$ cat config.mk
export PLATFORM = sky130hd
export DESIGN_NAME = mem_dp_be
export DESIGN_NICKNAME = d
export VERILOG_FILES = /design/src/rtl/mem_dp_be.sv
export SDC_FILE = /design/constraint.sdc
export NUM_CORES = 1
export LEC_CHECK = 0
export CORE_UTILIZATION = 25
export DETAILED_ROUTE_END_ITERATION = 10
export GPL_ROUTABILITY_DRIVEN = 1
export SYNTH_ARGS = -nofsm -noshare
export SYNTH_HDL_FRONTEND = slang
export SYNTH_SLANG_ARGS = --single-unit
$ cat constraint.sdc
create_clock -name clk -period 4.49 [get_ports clk]
set_clock_uncertainty 0.15 [all_clocks]
set_input_delay 0.6735 -clock clk [delete_from_list [all_inputs] [get_ports clk]]
set_output_delay 0.6735 -clock clk [all_outputs]
set_load 0.1 [all_outputs]
$ cat src/rtl/mem_dp_be.sv
// mem_dp_be: dual-port RAM with byte enables, 1- or 2-cycle read pipeline, collision policy and clear sweep
// Ports: clk, rst_n (async active-low) | wen, waddr, wdata, wbe write port | ren, raddr read port
//        clr starts a zeroing sweep | rdata, rvalid read result | busy high while sweeping
module mem_dp_be #(
    parameter int WIDTH      = 8,
    parameter int SIZE       = 32,
    parameter int ADDR_WIDTH = $clog2(SIZE),
    parameter int RD_LAT     = 1,
    parameter int WR_MODE    = 0
) (
    input  logic                  clk,
    input  logic                  rst_n,
    input  logic                  wen,
    input  logic [ADDR_WIDTH-1:0] waddr,
    input  logic [WIDTH-1:0]      wdata,
    input  logic [WIDTH/8-1:0]    wbe,
    input  logic                  ren,
    input  logic [ADDR_WIDTH-1:0] raddr,
    input  logic                  clr,
    output logic [WIDTH-1:0]      rdata,
    output logic                  rvalid,
    output logic                  busy
);
    localparam int NB = WIDTH / 8;
    // one extra bit so the range test stays meaningful when SIZE is a power of two
    localparam logic [ADDR_WIDTH:0]   SIZE_W = (ADDR_WIDTH + 1)'(SIZE);
    localparam logic [ADDR_WIDTH-1:0] LAST   = ADDR_WIDTH'(SIZE - 1);

    typedef enum logic {IDLE, CLEAR} state_t;

    state_t                state_q, state_d;
    logic [ADDR_WIDTH-1:0] cnt_q, cnt_d;
    logic [RD_LAT-1:0]     vld_q, vld_d;
    logic [WIDTH-1:0]      dat_q [RD_LAT];
    logic [WIDTH-1:0]      dat_d [RD_LAT];
    logic [WIDTH-1:0]      mem [SIZE];
    logic                  w_in, r_in, wr_acc, rd_acc;
    logic [WIDTH-1:0]      w_old, w_new, r_word;

    assign w_in   = {1'b0, waddr} < SIZE_W;
    assign r_in   = {1'b0, raddr} < SIZE_W;
    assign wr_acc = wen && !busy && w_in;
    assign rd_acc = ren && !busy;
    assign w_old  = w_in ? mem[waddr] : '0;

    always_comb begin
        w_new = w_old;
        for (int i = 0; i < NB; i++) w_new[8*i +: 8] = wbe[i] ? wdata[8*i +: 8] : w_old[8*i +: 8];
    end

    // memory is read combinationally before the edge, so read-first falls out naturally;
    // write-first bypasses the merged word on an address match
    assign r_word = !r_in ? '0 :
                    (WR_MODE == 1 && wr_acc && waddr == raddr) ? w_new : mem[raddr];

    always_ff @(posedge clk or negedge rst_n) begin
        if (!rst_n) begin
            state_q <= CLEAR;
            cnt_q   <= '0;
        end else begin
            state_q <= state_d;
            cnt_q   <= cnt_d;
        end
    end

    always_comb begin
        state_d = state_q;
        cnt_d   = cnt_q;
        if (state_q == CLEAR) begin
            state_d = cnt_q == LAST ? IDLE : CLEAR;
            cnt_d   = cnt_q == LAST ? '0 : cnt_q + ADDR_WIDTH'(1);
        end else if (clr) begin
            state_d = CLEAR;
            cnt_d   = '0;
        end
    end

    always_comb busy = state_q == CLEAR;

    always_ff @(posedge clk) begin
        if (busy) mem[cnt_q] <= '0;
        else if (wr_acc) mem[waddr] <= w_new;
    end

    // each stage holds its data when nothing new arrives, so rdata keeps its last value
    always_comb begin
        vld_d    = vld_q;
        dat_d    = dat_q;
        vld_d[0] = rd_acc;
        dat_d[0] = rd_acc ? r_word : dat_q[0];
        for (int k = 1; k < RD_LAT; k++) begin
            vld_d[k] = vld_q[k-1];
            dat_d[k] = vld_q[k-1] ? dat_q[k-1] : dat_q[k];
        end
    end

    always_ff @(posedge clk or negedge rst_n) begin
        if (!rst_n) begin
            vld_q <= '0;
            for (int k = 0; k < RD_LAT; k++) dat_q[k] <= '0;
        end else begin
            vld_q <= vld_d;
            dat_q <= dat_d;
        end
    end

    assign rdata  = dat_q[RD_LAT-1];
    assign rvalid = vld_q[RD_LAT-1];
endmodule

# ---- Word level (Yosys, flattened, before mapping)
# Memory sizes are Yosys's and may differ from the RTL's. A register that Yosys moved wholly into a read port is not among the register bits.
# Index checks and enable logic that the tools add are counted.
dict set report totals {
  reg_bits 7
  ram_bits 256
  inputBits 24
  out_inout_bits 10
  mem_count 1
}
dict set report op_classes {
  n_addsub 1
  eq_ne 2
  muxes 15
  reduce_logical 7
}
# memory words width read_ports rd_clocked_by_memory_dff write_ports line_no
set memory_table {}
lappend memory_table {mem 32 8 1 1 1 36} ;# logic [WIDTH-1:0] mem [SIZE];
# cell count
set op_table {}
lappend op_table {{2-to-1 mux 5 bit} 4}
lappend op_table {{2-to-1 mux 8 bit} 2}
lappend op_table {{2-to-1 mux 1 bit} 9}
lappend op_table {{OR reduction 8 bit} 1}
lappend op_table {{adder 5 x 1 -> 5 bit, second input constant} 1}
lappend op_table {{== test 5 bit, second input constant} 1}
lappend op_table {{logical AND 1 bit} 2}
lappend op_table {{logical NOT 1 bit} 2}
lappend op_table {{AND reduction 2 bit} 1}
lappend op_table {{nonzero test 2 bit} 1}
lappend op_table {{!= test 1 bit, second input constant} 1}

# ---- Depth between registers and ports, before layout
dict set report logic_depth {
  depth_word 8
  ltp_mapped 7
  ltp_nobuf 7
}

# ---- Worst setup path before layout
# OpenSTA, ideal clock, no wires.
dict set report synth_timing {
  path_type {reg2reg}
  from {register state_q (netlist: busy)}
  to {memory mem[18][0] (enable)}
  setup_time_ns 0.370
  t_arrival_ns 2.048
  slack_ns 1.921
  stages_incl_launch_ff 6
  synth_period_minus_slack_ns 2.569
  cell_sequence {dfstp_2 and3b_1 clkbuf_1 mux2i_1 nand2_1 nor2_1}
}
dict set report synth_via {
  elab_chain_cells 8
}
# element line_no
set synth_lines {}
lappend synth_lines {{start, declared} 31} ;# state_t state_q, state_d;
lappend synth_lines {{start signal, assigned} 61} ;# state_q <= state_d;
lappend synth_lines {{logical NOT 1 bit} 42} ;# assign wr_acc = wen && !busy && w_in;
lappend synth_lines {{logical AND 1 bit} 42}
lappend synth_lines {{2-to-1 mux 1 bit} 82} ;# else if (wr_acc) mem[waddr] <= w_new;
lappend synth_lines {{2-to-1 mux 1 bit} 81} ;# if (busy) mem[cnt_q] <= '0;
lappend synth_lines {{2-to-1 mux 1 bit (not written as such)} 82}
lappend synth_lines {{AND reduction 2 bit (no line)} n/a}
lappend synth_lines {{OR reduction 8 bit (no line)} n/a}
lappend synth_lines {{2-to-1 mux 5 bit (no line) or 2-to-1 mux 1 bit (tied branches)} n/a}
lappend synth_lines {{end, declared} 36}
# Parallel ways exist; a longest one is shown, timed or not.

# ---- Worst setup path after layout
dict set report layout_timing {
  from {register state_q (netlist: busy)}
  to {output busy}
}
# element line_no
set layout_lines {}
lappend layout_lines {{end, declared} 22} ;# output logic busy
# No word-level cell between the ends.

==> flow_metrics.py <==
metrics = {
    "routing": {
        "via_count": 5748,
        "detail_route.drc_violations": 0,
        "wire_per_inst_um": 19.0,
        "drt_first_iter_violations": 486,
        "drtPass1Iterations": 5,
        "via_per_inst": 4.44,
        "antenna_violating_nets_post_route": 0,
        "wirelength_mm": 24.6,
    },
    "clocking": {
        "path_clk_slew_ps": 60,
        "htree_num_levels": 1,
        "cts_num_sinks": 271,
        "clock_latency_ps": 520,
        "postCtsSetupRepairBufs": 0,
        "tritoncts_clock_tree": "built",
        "cts_hold_buffers": 0,
        "cts-buffers-inserted": 27,
        "cts_max_path_buffers": 3,
        "clock-root-buffer": "sky130_fd_sc_hd__clkbuf_16",
        "post_cts_resize_count": 0,
    },
    "synth": {
        "synth-warning-count": 0,
        "synth-seq-area-share_pct": 73.4,
        "mappedNetlistArea_um2": 11000,
        "netlist_top_cells_area": "sky130_fd_sc_hd__edfxtp_1, sky130_fd_sc_hd__mux2i_1, sky130_fd_sc_hd__dfrtp_1",
        "synth_largest_type_area_fraction_pct": 69.9,
        "ys.flop_type": "sky130_fd_sc_hd__edfxtp_1",
        "synth-async-reset-ratio_pct": 5.54,
        "synth.largest_area_cell": "sky130_fd_sc_hd__edfxtp_1",
        "post_synth_edffs": 256,
        "synth_cells": 646,
        "yosys_register_bits": 271,
        "synth.top_cells.by_count": "sky130_fd_sc_hd__edfxtp_1, sky130_fd_sc_hd__mux2i_1, sky130_fd_sc_hd__nor2_1, sky130_fd_sc_hd__a22oi_1, sky130_fd_sc_hd__nand2_1",
        "yosys.cell_types.count": 37,
        "yosysMostFrequentCell": "sky130_fd_sc_hd__edfxtp_1",
        "postSynthNetCount": 672,
        "syn_avg_cell_area_um2": 17.0,
    },
    "final_layout": {
        "diodes": 0,
        "finalNetCount": 717,
        "final_design_area_no_fill_um2": 12900,
        "multi_input_comb_area_um2": 2690,
        "final_layout_size_suffix_gt1_share_pct": 11.4,
        "seq_area_um2": 8060,
        "final_util_pct": 29.9,
        "number_of_fill_cells": 4250,
        "finish.cell_count_without_fillers": 1296,
        "areaGrowthSynthToFinish_pct": 17.5,
    },
    "worst_setup_path": {
        "worstPathCellList": "clkdlybuf4s50_1",
        "critical_path_depth": 1,
        "critPathSlowestCell": "sky130_fd_sc_hd__clkdlybuf4s50_1",
        "critical-path-top-delay-family": "buffers and inverters",
        "worst_setup_path_start_kind": "register",
        "critPathLaunch": "busy",
        "crit_arrival_ps": 2370,
        "cp_slowest_stage_delay_ps": 1180,
        "worstPathRequired_ps": 3670,
        "r2r_cells": 4,
        "timing.rr.start": "busy",
        "worstSetupEndpointType": "output pin",
        "crit_fanout": 15,
        "critical_path_class": "reg -> out",
        "worst-path-buf-inv": 1,
    },
    "sta": {
        "finalWorstPathRequiredPeriod_ps": 3200,
        "setup_viol": 0,
        "report.final.hold_viol_count": 0,
        "fin_setup_tns_ps": 0,
        "maxSlewViolCount": 0,
        "whs_ps": 389,
        "normalized_max_slew_margin_pct": 34.1,
        "grt_setup_unrepaired": "false",
        "min_period_over_period_pct": 71.2,
        "max_slew.worst_pin.slew_ps": 986,
        "max_freq_mhz": 313,
    },
    "global_route": {
        "grt_pass1_wl_mm": 36.9,
        "antenna_found_initial": 2,
        "vias_in_the_first_global_route": 5796,
        "maximum_number_of_pins_on_one_net_before_global_route_repair": 55,
        "grt_remaining_overflow": 0,
        "grt_usage_pct": 11.1,
    },
    "min_path": {
        "holdPathStages": 2,
        "hold_wc_path_type": "reg -> reg",
        "worst_min_path_start": "rdata[4]",
    },
    "power_and_ir_drop": {
        "p_leak_nw": 4.54,
        "vdd_ir_drop_max_v": 0.000294,
        "power-per-cell-area_nw_per_um2": 527,
    },
    "placed_design": {
        "hpwlAfterDp_mm": 15.8,
        "portBuffers": 33,
        "placed_cell_area_um2": 12000,
        "gpl.final_weighted_congestion": 0.790,
        "placedCellCount": 1247,
    },
    "floorplanning": {
        "ioPinCount": 34,
        "die_x_um": 212,
        "die_area_um2": 44800,
        "initial_core_utilization_pct": 25.4,
        "floorplan.rows": 76,
        "floorplan.core_area_um2": 43300,
        "die_h_um": 212,
    },
    "run": {
        "maxCapViolations": 0,
    },
    "outcome": {
        "status": "finished, final reports clean",
    },
}
-- report_power, final --
part           total [mW]  internal [mW]  leakage (nW)  switching [mW]
Sequential           3.23           3.09          2.60           0.133
Combinational        1.26          0.342          1.49           0.920
Clock                2.31           1.44         0.452           0.879
Total                6.80           4.87          4.54            1.93
-- path summary, 6_finish.rpt --
path / end / slack [ps]
worst max-delay path: busy / 1290
worst min-delay path: rdata[4] / 390
worst max register to register: mem[11][4] / 1620
worst min register to register: rdata[4] / 390
max in group asynchronous: rdata[1] / 3220
min in group asynchronous: cnt_q[1] / 460
-- cell usage in the layout (no fill, tap or decap), types with 4 or more instances in the layout --
cell type	count
sky130_fd_sc_hd__and2_1	9
sky130_fd_sc_hd__clkbuf_16	27
sky130_fd_sc_hd__nand2_1	27
sky130_fd_sc_hd__bufinv_16	4
sky130_fd_sc_hd__clkdlybuf4s50_1	32
sky130_fd_sc_hd__edfxtp_1	256
sky130_fd_sc_hd__nand2b_1	6
sky130_fd_sc_hd__mux2i_1	129
sky130_fd_sc_hd__o41ai_2	8
sky130_fd_sc_hd__a221oi_1	8
sky130_fd_sc_hd__nor2_1	36
sky130_fd_sc_hd__o21ai_0	6
sky130_fd_sc_hd__a22oi_1	32
sky130_fd_sc_hd__nand3b_1	5
sky130_fd_sc_hd__buf_4	16
sky130_fd_sc_hd__inv_1	4
sky130_fd_sc_hd__clkbuf_8	6
sky130_fd_sc_hd__a21oi_1	16
sky130_fd_sc_hd__o22ai_1	8
sky130_fd_sc_hd__a221oi_2	8
sky130_fd_sc_hd__dfrtp_1	14
sky130_fd_sc_hd__clkbuf_1	10
sky130_fd_sc_hd__a22o_1	16
-- state kept, by name (all words and copies together) (netlist names) --
register  flops
cnt_q         5
busy          1
rvalid        1
rdata         8
mem         256
-- layout make-up --
class | count | share of cell area [%]
Multi-Input combinational cell | 336 | 20.8
Tap cell | 585 | 5.67
Inverter | 4 | 0.116
Timing Repair Buffer | 51 | 3.81
Sequential cell | 271 | 62.4
Clock buffer | 43 | 6.16
Clock inverter | 6 | 1.01
-- routing by layer --
metal  wire (um)  global-route usage [%]  vias to the layer above
met5           0                       0                        -
met4         424                    2.75                        0
met3        1320                    1.79                       31
met2       11500                    17.7                      164
met1       11400                    15.6                     2904
li1            -                       -                     2649
-- kinds of logic after synthesis --
logic type	share of synthesized area (%)
buffers and inverters	2.34
adder cells (fa/ha/maj)	0.228
flip-flops	73.4
multiplexers	11.7
AO/OA/AOI/OAI	8.29
AND/OR/NAND/NOR	4.04
-- through the flow --
step	power (mW)	setup slack [ps]
after CTS	6.85	1270
after global placement	4.53	1060
final	6.80	1290
after detailed placement	4.55	1030
after floorplan	4.09	1920
after global routing	7.05	1210
Power figures use the tool's default switching activity.
